===== config.mk =====
export PLATFORM = sky130hd
export DESIGN_NAME = hazard_scoreboard_flat
export DESIGN_NICKNAME = d
export VERILOG_FILES = /design/src/rtl/hazard_scoreboard_pkg.sv /design/src/rtl/hazard_scoreboard_if.sv /design/src/rtl/hazard_scoreboard_fwd_select.sv /design/src/rtl/hazard_scoreboard.sv /design/src/flat_wrapper.sv
export SDC_FILE = /design/constraint.sdc
export NUM_CORES = 1
export LEC_CHECK = 0
export ABC_AREA = 1
export CORE_MARGIN = 5
export CORE_UTILIZATION = 47
export DETAILED_ROUTE_END_ITERATION = 6
export PLACE_DENSITY = 0.74
export SLEW_MARGIN = 20
export SYNTH_ARGS = -nofsm -noshare
export SYNTH_HDL_FRONTEND = slang
export SYNTH_SLANG_ARGS = --single-unit

===== constraint.sdc =====
create_clock -name clk -period 3.1 [get_ports clk]
set_input_delay 0.62 -clock clk [delete_from_list [all_inputs] [get_ports clk]]
set_output_delay 0.62 -clock clk [all_outputs]
set_load 0.02 [all_outputs]

===== src/rtl/hazard_scoreboard_pkg.sv =====
// Shared definitions for the hazard scoreboard: operand-select encodings and the
// shadow pipeline stage record.
package hazard_scoreboard_pkg;

  localparam int MAX_REG_W = 8;

  localparam logic [1:0] FWD_EX  = 2'b00;
  localparam logic [1:0] FWD_MEM = 2'b10;
  localparam logic [1:0] FWD_WB  = 2'b01;
  localparam logic [1:0] FWD_RF  = 2'b11;

  typedef logic [1:0] fwd_sel_t;

  typedef struct packed {
    logic                 valid;
    logic                 rf_en;
    logic                 load;
    logic [MAX_REG_W-1:0] dest;
  } stage_rec_t;

  localparam stage_rec_t BUBBLE = '0;

  function automatic logic rec_match(stage_rec_t rec, logic [MAX_REG_W-1:0] src);
    return rec.valid & rec.rf_en & (rec.dest == src);
  endfunction

endpackage


===== src/rtl/hazard_scoreboard_if.sv =====
// ID-stage request signals and hazard/forwarding responses of the scoreboard.
interface hazard_scoreboard_if #(
  parameter int REG_W = 4,
  parameter int CNT_W = 16
);
  logic [REG_W-1:0] id_sa, id_sb, id_sd;
  logic             id_use_a, id_use_b, id_use_d;
  logic             id_valid, id_rf_en, id_load;
  logic [REG_W-1:0] id_dest;
  logic             flush;

  logic [1:0]       fwd_a, fwd_b, fwd_d;
  logic             IF_ID_load, PC_RF_ld, nop_sel, mem_busy;
  logic [CNT_W-1:0] stall_cnt;

  modport master (
    output id_sa, id_sb, id_sd, id_use_a, id_use_b, id_use_d,
           id_valid, id_rf_en, id_load, id_dest, flush,
    input  fwd_a, fwd_b, fwd_d, IF_ID_load, PC_RF_ld, nop_sel, mem_busy, stall_cnt
  );

  modport slave (
    input  id_sa, id_sb, id_sd, id_use_a, id_use_b, id_use_d,
           id_valid, id_rf_en, id_load, id_dest, flush,
    output fwd_a, fwd_b, fwd_d, IF_ID_load, PC_RF_ld, nop_sel, mem_busy, stall_cnt
  );
endinterface


===== src/rtl/hazard_scoreboard_fwd_select.sv =====
// Operand forwarding select for one source specifier; also flags a load in EX
// that this operand depends on. Purely combinational.
module fwd_select
  import hazard_scoreboard_pkg::*;
#(
  parameter int REG_W = 4
) (
  input  logic [REG_W-1:0] src,
  input  logic             use_src,
  input  stage_rec_t       ex,
  input  stage_rec_t       mem,
  input  stage_rec_t       wb,
  input  logic             mem_busy,
  output fwd_sel_t         sel,
  output logic             load_hit
);

  logic [MAX_REG_W-1:0] src_x;
  logic                 live, hit_ex, hit_mem, hit_wb;

  always_comb begin
    src_x   = MAX_REG_W'(src);
    // The all-ones specifier is the PC: it always reads from the register file.
    live    = use_src & ~(&src);
    hit_ex  = live & rec_match(ex, src_x);
    hit_mem = live & rec_match(mem, src_x);
    hit_wb  = live & rec_match(wb, src_x);

    sel = FWD_RF;
    if (hit_ex && !ex.load)
      sel = FWD_EX;
    else if (hit_mem && !mem_busy)
      sel = FWD_MEM;
    else if (hit_wb)
      sel = FWD_WB;

    load_hit = hit_ex & ex.load;
  end

endmodule


===== src/rtl/hazard_scoreboard.sv =====
// Pipeline hazard scoreboard: tracks EX/MEM/WB destinations, selects forwarding
// paths, inserts load-use bubbles and freezes the front end during multi-cycle loads.
module hazard_scoreboard
  import hazard_scoreboard_pkg::*;
#(
  parameter int REG_W   = 4,
  parameter int MEM_LAT = 1,
  parameter int CNT_W   = 16
) (
  input logic          clk,
  input logic          Reset,
  hazard_scoreboard_if.slave bus
);

  localparam int              CD_W    = 3;
  localparam logic [CD_W-1:0] LOAD_CD = CD_W'(MEM_LAT - 1);

  stage_rec_t       ex_q, mem_q, wb_q, id_rec;
  logic [CD_W-1:0]  cd_q;
  logic [CNT_W-1:0] cnt_q;
  logic             squash_q;
  logic             busy, id_live, load_use, stall, nop;
  logic             hit_a, hit_b, hit_d;

  fwd_select #(.REG_W(REG_W)) u_fwd_a (
    .src(bus.id_sa), .use_src(bus.id_use_a), .ex(ex_q), .mem(mem_q), .wb(wb_q),
    .mem_busy(busy), .sel(bus.fwd_a), .load_hit(hit_a)
  );
  fwd_select #(.REG_W(REG_W)) u_fwd_b (
    .src(bus.id_sb), .use_src(bus.id_use_b), .ex(ex_q), .mem(mem_q), .wb(wb_q),
    .mem_busy(busy), .sel(bus.fwd_b), .load_hit(hit_b)
  );
  fwd_select #(.REG_W(REG_W)) u_fwd_d (
    .src(bus.id_sd), .use_src(bus.id_use_d), .ex(ex_q), .mem(mem_q), .wb(wb_q),
    .mem_busy(busy), .sel(bus.fwd_d), .load_hit(hit_d)
  );

  // An instruction fetched under a taken branch reaches ID squashed.
  assign busy     = (cd_q != '0);
  assign id_live  = bus.id_valid & ~squash_q;
  assign load_use = id_live & (hit_a | hit_b | hit_d);
  assign stall    = busy | load_use;
  assign nop      = load_use & ~busy;

  assign bus.IF_ID_load = ~stall;
  assign bus.PC_RF_ld   = ~stall;
  assign bus.nop_sel    = nop;
  assign bus.mem_busy   = busy;
  assign bus.stall_cnt  = cnt_q;

  always_comb begin
    id_rec = BUBBLE;
    if (id_live && !nop) begin
      id_rec.valid = 1'b1;
      id_rec.rf_en = bus.id_rf_en;
      id_rec.load  = bus.id_load;
      id_rec.dest  = MAX_REG_W'(bus.id_dest);
    end
  end

  always_ff @(posedge clk) begin
    if (Reset) begin
      ex_q     <= BUBBLE;
      mem_q    <= BUBBLE;
      wb_q     <= BUBBLE;
      cd_q     <= '0;
      cnt_q    <= '0;
      squash_q <= 1'b0;
    end else begin
      if (!busy) begin
        ex_q  <= id_rec;
        mem_q <= ex_q;
        wb_q  <= mem_q;
        cd_q  <= (ex_q.valid && ex_q.load) ? LOAD_CD : '0;
      end else begin
        wb_q <= BUBBLE;
        cd_q <= cd_q - CD_W'(1);
      end
      // A flush arriving while stalled is dropped; the branch source reissues it.
      if (!stall)
        squash_q <= bus.flush;
      if (stall && (cnt_q != '1))
        cnt_q <= cnt_q + CNT_W'(1);
    end
  end

endmodule


===== src/flat_wrapper.sv =====
// flat-port wrapper written by rule: the top's interface ports become plain ports
module hazard_scoreboard_flat import hazard_scoreboard_pkg::*;
#(
  parameter int REG_W   = 4,
  parameter int MEM_LAT = 1,
  parameter int CNT_W   = 16
)
  (clk, Reset, bus_id_sa, bus_id_sb, bus_id_sd, bus_id_use_a, bus_id_use_b, bus_id_use_d, bus_id_valid, bus_id_rf_en, bus_id_load, bus_id_dest, bus_flush, bus_fwd_a, bus_fwd_b, bus_fwd_d, bus_IF_ID_load, bus_PC_RF_ld, bus_nop_sel, bus_mem_busy, bus_stall_cnt);
  hazard_scoreboard_if #(.REG_W(REG_W), .CNT_W(CNT_W)) bus_i ();
  input logic clk;
  input logic Reset;
  input wire logic [$bits(bus_i.id_sa)-1:0] bus_id_sa;
  input wire logic [$bits(bus_i.id_sb)-1:0] bus_id_sb;
  input wire logic [$bits(bus_i.id_sd)-1:0] bus_id_sd;
  input wire logic [$bits(bus_i.id_use_a)-1:0] bus_id_use_a;
  input wire logic [$bits(bus_i.id_use_b)-1:0] bus_id_use_b;
  input wire logic [$bits(bus_i.id_use_d)-1:0] bus_id_use_d;
  input wire logic [$bits(bus_i.id_valid)-1:0] bus_id_valid;
  input wire logic [$bits(bus_i.id_rf_en)-1:0] bus_id_rf_en;
  input wire logic [$bits(bus_i.id_load)-1:0] bus_id_load;
  input wire logic [$bits(bus_i.id_dest)-1:0] bus_id_dest;
  input wire logic [$bits(bus_i.flush)-1:0] bus_flush;
  output wire logic [$bits(bus_i.fwd_a)-1:0] bus_fwd_a;
  output wire logic [$bits(bus_i.fwd_b)-1:0] bus_fwd_b;
  output wire logic [$bits(bus_i.fwd_d)-1:0] bus_fwd_d;
  output wire logic [$bits(bus_i.IF_ID_load)-1:0] bus_IF_ID_load;
  output wire logic [$bits(bus_i.PC_RF_ld)-1:0] bus_PC_RF_ld;
  output wire logic [$bits(bus_i.nop_sel)-1:0] bus_nop_sel;
  output wire logic [$bits(bus_i.mem_busy)-1:0] bus_mem_busy;
  output wire logic [$bits(bus_i.stall_cnt)-1:0] bus_stall_cnt;
  assign bus_i.id_sa = bus_id_sa;
  assign bus_i.id_sb = bus_id_sb;
  assign bus_i.id_sd = bus_id_sd;
  assign bus_i.id_use_a = bus_id_use_a;
  assign bus_i.id_use_b = bus_id_use_b;
  assign bus_i.id_use_d = bus_id_use_d;
  assign bus_i.id_valid = bus_id_valid;
  assign bus_i.id_rf_en = bus_id_rf_en;
  assign bus_i.id_load = bus_id_load;
  assign bus_i.id_dest = bus_id_dest;
  assign bus_i.flush = bus_flush;
  assign bus_fwd_a = bus_i.fwd_a;
  assign bus_fwd_b = bus_i.fwd_b;
  assign bus_fwd_d = bus_i.fwd_d;
  assign bus_IF_ID_load = bus_i.IF_ID_load;
  assign bus_PC_RF_ld = bus_i.PC_RF_ld;
  assign bus_nop_sel = bus_i.nop_sel;
  assign bus_mem_busy = bus_i.mem_busy;
  assign bus_stall_cnt = bus_i.stall_cnt;
  hazard_scoreboard #(.REG_W(REG_W), .MEM_LAT(MEM_LAT), .CNT_W(CNT_W)) u_core (.clk(clk), .Reset(Reset), .bus(bus_i));
endmodule

-- Yosys cells after proc, flatten, opt, wreduce, memory -nomap -nowiden
Index checks and enable logic that the tools add are counted.
- $add $sub $neg: 2
- equal/unequal tests: 10
- muxes and demuxes: 10
- bitwise logic cells: 39
- reduce and logical (&&, ||, !) cells: 17
- operator list (operator ; number):
    $eq 8x4->1 ; 9
    $and 1x1->1 ; 30
    $mux 2 ; 9
    $add 16x1->16 const B ; 1
    $ne 16x16->1 const B ; 1
    $reduce_and 4->1 ; 3
    $mux 11 ; 1
    $logic_and 1x1->1 ; 8
    $not 1->1 ; 6
    $reduce_or 2->1 ; 2
    $logic_not 1->1 ; 3
    $or 1x1->1 ; 3
    $reduce_bool 3->1 ; 1
    $sub 3x1->3 const B ; 1
- register bits: 51
- input bits: 25
- output and inout port bits: 26
- logic and storage cells: 91

-- Depth between registers and ports, before layout
- depth after elaboration: 12
- gate-level depth with buffers: 14
- depth with buffers taken out: 13

-- Hierarchy
From an unflattened synthesis, not the netlist that was laid out.
- cells, all modules: 529
- area, all modules: 2922.8 µm²
- modules (own cells, without submodules) (module ; instances ; cells an instance ; area each (µm²) ; seq. area each (µm²)):
    hazard_scoreboard ; 1 ; 253 ; 1830.5 ; 820.8
    fwd_select ; 3 ; 92 ; 364.1 ; 0.0

-- Worst setup path before layout
Ideal clock, no wire load.
- path kind: input to output
- start: input bus_id_sd[3]
- end: output bus_PC_RF_ld
- data arrival time: 1.664 ns
- required time: 2.480 ns
- slack: 0.816 ns
- cell stages on the path: 10
- buffers on the path: 2
- path through: nand2_1 o21ai_2 nor2_1 nand2_1 nand3_2 nand2_2 nand2_4 buf_6 inv_1 buf_4
- word-level cells in the longest chain between the ends: 9
- elaborated cells on any way between the ends: 11
- those cells by class: eq/ne: 1; bitwise: 9; reduce/logical: 1
- RTL lines (element ; RTL line ; source):
    from (decl) ; flat_wrapper.sv:14 ; input wire logic [$bits(bus_i.id_sd)-1:0] bus_id_sd;
    parallel branches: the longest is 3 deep, another holds $eq 8x4->1 ; -- ;
    $and 1x1->1 * ; hazard_scoreboard_fwd_select.sv:25 ; hit_ex = live & rec_match(ex, src_x);
    $and 1x1->1 * ; hazard_scoreboard_fwd_select.sv:37 ; load_hit = hit_ex & ex.load;
    $or 1x1->1 * ; hazard_scoreboard.sv:41 ; assign load_use = id_live & (hit_a | hit_b | hit_d);
    $and 1x1->1 * ; hazard_scoreboard.sv:41 ;
    $or 1x1->1 * ; hazard_scoreboard.sv:42 ; assign stall = busy | load_use;
    $not 1->1 * ; -- ;
    to (decl) ; flat_wrapper.sv:27 ; output wire logic [$bits(bus_i.PC_RF_ld)-1:0] bus_PC_RF_ld;
Mark *: on every way between the ends.

-- Final worst setup path
- start: input bus_id_sa[3]
- end: output bus_fwd_a[0]
- word-level cells in the longest chain between the ends: 7
- elaborated cells on any way between the ends: 13
- those cells by class: eq/ne: 2; mux: 2; bitwise: 6; reduce/logical: 3
- RTL lines (element ; RTL line ; source):
    from (decl) ; flat_wrapper.sv:12 ; input wire logic [$bits(bus_i.id_sa)-1:0] bus_id_sa;
    parallel branches: the longest is 6 deep, another holds $eq 8x4->1 ; -- ;
    $mux 2 * ; hazard_scoreboard_fwd_select.sv:30 ; if (hit_ex && !ex.load)
    to (decl) ; flat_wrapper.sv:23 ; output wire logic [$bits(bus_i.fwd_a)-1:0] bus_fwd_a;
Marked as above.

==> flow_metrics.env <==
export IMPL_status="finished, final reports clean"
export IMPL_crit_required_ns=2.48
export IMPL_finalCritPeriodShare_pct=95.9
export IMPL_ys_seq_area_share_pct=31.7
export IMPL_hold_depth=1
export IMPL_synth_edf_count=0
export IMPL_root_buffer="clkbuf_8"
export IMPL_stdcell_area_um2=3260
export IMPL_synth_fp_nets=379
export IMPL_grt_ovfl_total=0
export IMPL_fin_skew_ns=0.00150
export IMPL_synth_cell_area_um2=2470
export IMPL_synth_seq_cells=39
export IMPL_die_w_um=82.4
export IMPL_yosysWarnings=0
export IMPL_path_max_fanout=4
export IMPL_post_cts_buffers=0
export IMPL_numCtsBuffers=5
export IMPL_areaGrowthSynthToFinish_pct=32.0
export IMPL_cts_hold_buf=0
export IMPL_insertedDiodeCount=0
export IMPL_vias_per_cell=4.97
export IMPL_num_rows=26
export IMPL_drive_above_1_share_pct=16.0
export IMPL_seqPwrFrac_pct=34.1
export IMPL_start_util_pct=48.3
export IMPL_slew_viol_final=0
export IMPL_cts_max_path_buffers=2
export IMPL_synth_area_leaders="dfxtp_1 (32%), nand2_1 (11%), nand3_1 (7.7%)"
export IMPL_path_buf_inv=3
export IMPL_placed_cell_area_um2=3140
export IMPL_fill_cells=468
export IMPL_cp_slowest_cell="clkdlybuf4s50_1"
export IMPL_dpl_cell_count=482
export IMPL_async_flop_share_pct=0
export IMPL_die_h_um=82.4
export IMPL_min_from="u_core.cd_q[0]"
export IMPL_period_needed_ns=2.97
export IMPL_grt_max_degree=21
export IMPL_timing_final_hold_violations=0
export IMPL_final_util_pct=63.7
export IMPL_via_count=2437
export IMPL_nets=447
export IMPL_grt_antenna_before_repair=0
export IMPL_stdcell_count=490
export IMPL_rsz0062_at_grt="false"
export IMPL_synth_main_ff_cell="dfxtp_1"
export IMPL_cts_tree="yes"
export IMPL_yosysMostFrequentCell="nand2_1"
export IMPL_max_freq_ghz=0.336
export IMPL_ant_nets=0
export IMPL_io_buffers=50
export IMPL_start_kind="input port"
export IMPL_dieArea_um2=6800
export IMPL_critPathKind="input port to output port"
export IMPL_r2r_setup_slack_ns=1.04
export IMPL_vdd_drop_max_v=0.000633
export IMPL_swShare_pct=45.2
export IMPL_p_clk_share_pct=18.6
export IMPL_syn_area_per_cell_um2=7.03
export IMPL_power_density_nw_per_um2=575
export IMPL_synth_top_area_share_pct=31.7
export IMPL_syn_inst=351
export IMPL_r2r_end="u_core.bus.stall_cnt[3]"
export IMPL_critical_path_top_delay_family="buffers and inverters"
export IMPL_core_um2=5110
export IMPL_hp_class="flop to flop"
export IMPL_r2r_cells=7
export IMPL_place_congestion=0.976
export IMPL_p_int_uw=1030
export IMPL_drt_iter0_drc=136
export IMPL_tightest_slew_ns=0.490
export IMPL_clkTransAtPathRegs_ns=0.08
export IMPL_max_cap_viol_count=0
export IMPL_grt_total_usage_pct=21.0
export IMPL_leakagePower_uw=0.00131
export IMPL_synthTopCellsByCount="nand2_1 (74), inv_1 (44), dfxtp_1 (39)"
export IMPL_wl_per_cell_um=13.4
export IMPL_yosysUniqueCellTypes=33
export IMPL_wirelength_um=6560
export IMPL_synth_top_area_cell="dfxtp_1"
export IMPL_drt_pass1_iter_count=4
export IMPL_grt_pass1_vias=2362
export IMPL_hold_end="u_core.cd_q[0]"
export IMPL_dp_hpwl_um=4980
export IMPL_setup_viol=0
export IMPL_cp_end_kind="output port"
export IMPL_relSlewSlack_pct=67.2
export IMPL_arrival_ns=2.35
export IMPL_h_tree_depth=2
export IMPL_clock_sinks=39
export IMPL_path_cells="clkdlybuf4s50_1, nand2_1, o21ai_1, nor2_1, nand2_1, nor2_1, or2_2, inv_1, dlygate4sd2_1"
export IMPL_p_comb_share_pct=47.2
export IMPL_io_pins=51
export IMPL_grt_pass1_wl_um=11100
export IMPL_worstSkewPairLatency_ns=0.29
export IMPL_critPathMaxStageDelay_ns=0.54
export IMPL_r2r_start="u_core.bus.stall_cnt[0]"
export IMPL_drc_errors=0
export IMPL_p_sw_uw=847
## layout make-up
cell class	instances	area, µm²	share of cell area (%)
repair buffers	70	649	19.9
clock buffers	5	68.8	2.11
inverters	47	176	5.42
flip-flops and latches	39	781	24.0
well taps	70	87.6	2.69
clock inverters	3	23.8	0.730
multi-input cells	256	1470	45.1
## power by group through the flow
| stage | Combinational, µW | Clock, µW | Sequential [µW] |
|---|---|---|---|
| detailed placement | 880 | 0 | 649 |
| finish | 885 | 349 | 639 |
| CTS | 872 | 358 | 638 |
| global route | 963 | 377 | 649 |
| floorplan | 681 | 0 | 641 |
| global placement | 871 | 0 | 648 |
## what timing repair did
item / 4_1_cts / 5_1_grt
gates resized for setup: 10 / 5
pin swaps: 0 / 1
setup endpoints to repair: 8 / 4
## metrics by stage
| step | setup WS, ns | hold slack [ns] | total power [µW] | TNS, ns |
|---|---|---|---|---|
| 3_5_place_dp | -0.195 | 0.401 | 1530 | -0.885 |
| 4_1_cts | 0.00413 | 0.413 | 1870 | 0 |
| 5_1_grt | 0.0175 | 0.448 | 1990 | 0 |
| 2_1_floorplan | 0.816 | 0.393 | 1320 | 0 |
| 6_report | 0.127 | 0.410 | 1870 | 0 |
| 3_3_place_gp | -0.191 | 0.401 | 1520 | -0.836 |
## cell usage in the layout, fill, tap and decap left out, types with 2 or more instances in the layout
master,n
nand2_1,74
ha_1,3
nand3_1,38
clkdlybuf4s50_1,40
nor3_1,4
nor3_2,2
inv_1,44
o22ai_1,7
nand2_2,12
dlygate4sd2_1,7
inv_2,3
dlymetal6s2s_1,3
nor2_1,38
xor2_1,18
buf_4,20
nand4_1,4
nand2_4,2
a21oi_2,10
o21ai_0,7
clkbuf_8,5
a21oi_1,9
clkinvlp_4,2
xnor2_1,16
dfxtp_1,39
## logic make-up after synthesis
group           Yosys count  synth area share (%)
compound gates           36                  9.49
xor+xnor                 34                  12.1
fa+ha+maj                 3                  1.52
buf+inv                  56                  9.89
flops                    39                  31.7
simple gates            183                  35.4
## routing by layer
metal / wire length (µm) / global-route usage, % / up-vias
li1: - / - / 1253
met1: 3250 / 29.3 / 1108
met2: 2900 / 33.7 / 68
met3: 348 / 3.69 / 8
met4: 70 / 4.82 / 0
met5: 0 / 0 / -
## how the worst max path moves through the flow
stage	startpoint	end	cells after the start
after global routing	bus_id_sb[1]	bus_fwd_b[1]	12
after detailed placement	bus_id_sa[2]	bus_fwd_a[0]	9
after floorplan	bus_id_sd[3]	bus_PC_RF_ld	10
final	bus_id_sa[3]	bus_fwd_a[0]	9
after CTS	bus_id_sb[2]	bus_fwd_b[0]	9
after global placement	bus_id_sa[2]	bus_fwd_a[0]	9
## registers in the layout, summed over array words and instances (netlist names)
name,count
u_core.ex_q,7
u_core.mem_q,6
u_core.bus.stall_cnt,16
u_core.wb_q,6
u_core.squash_q,1
u_core.cd_q,3
No activity file was read; power rests on OpenSTA's default activity.
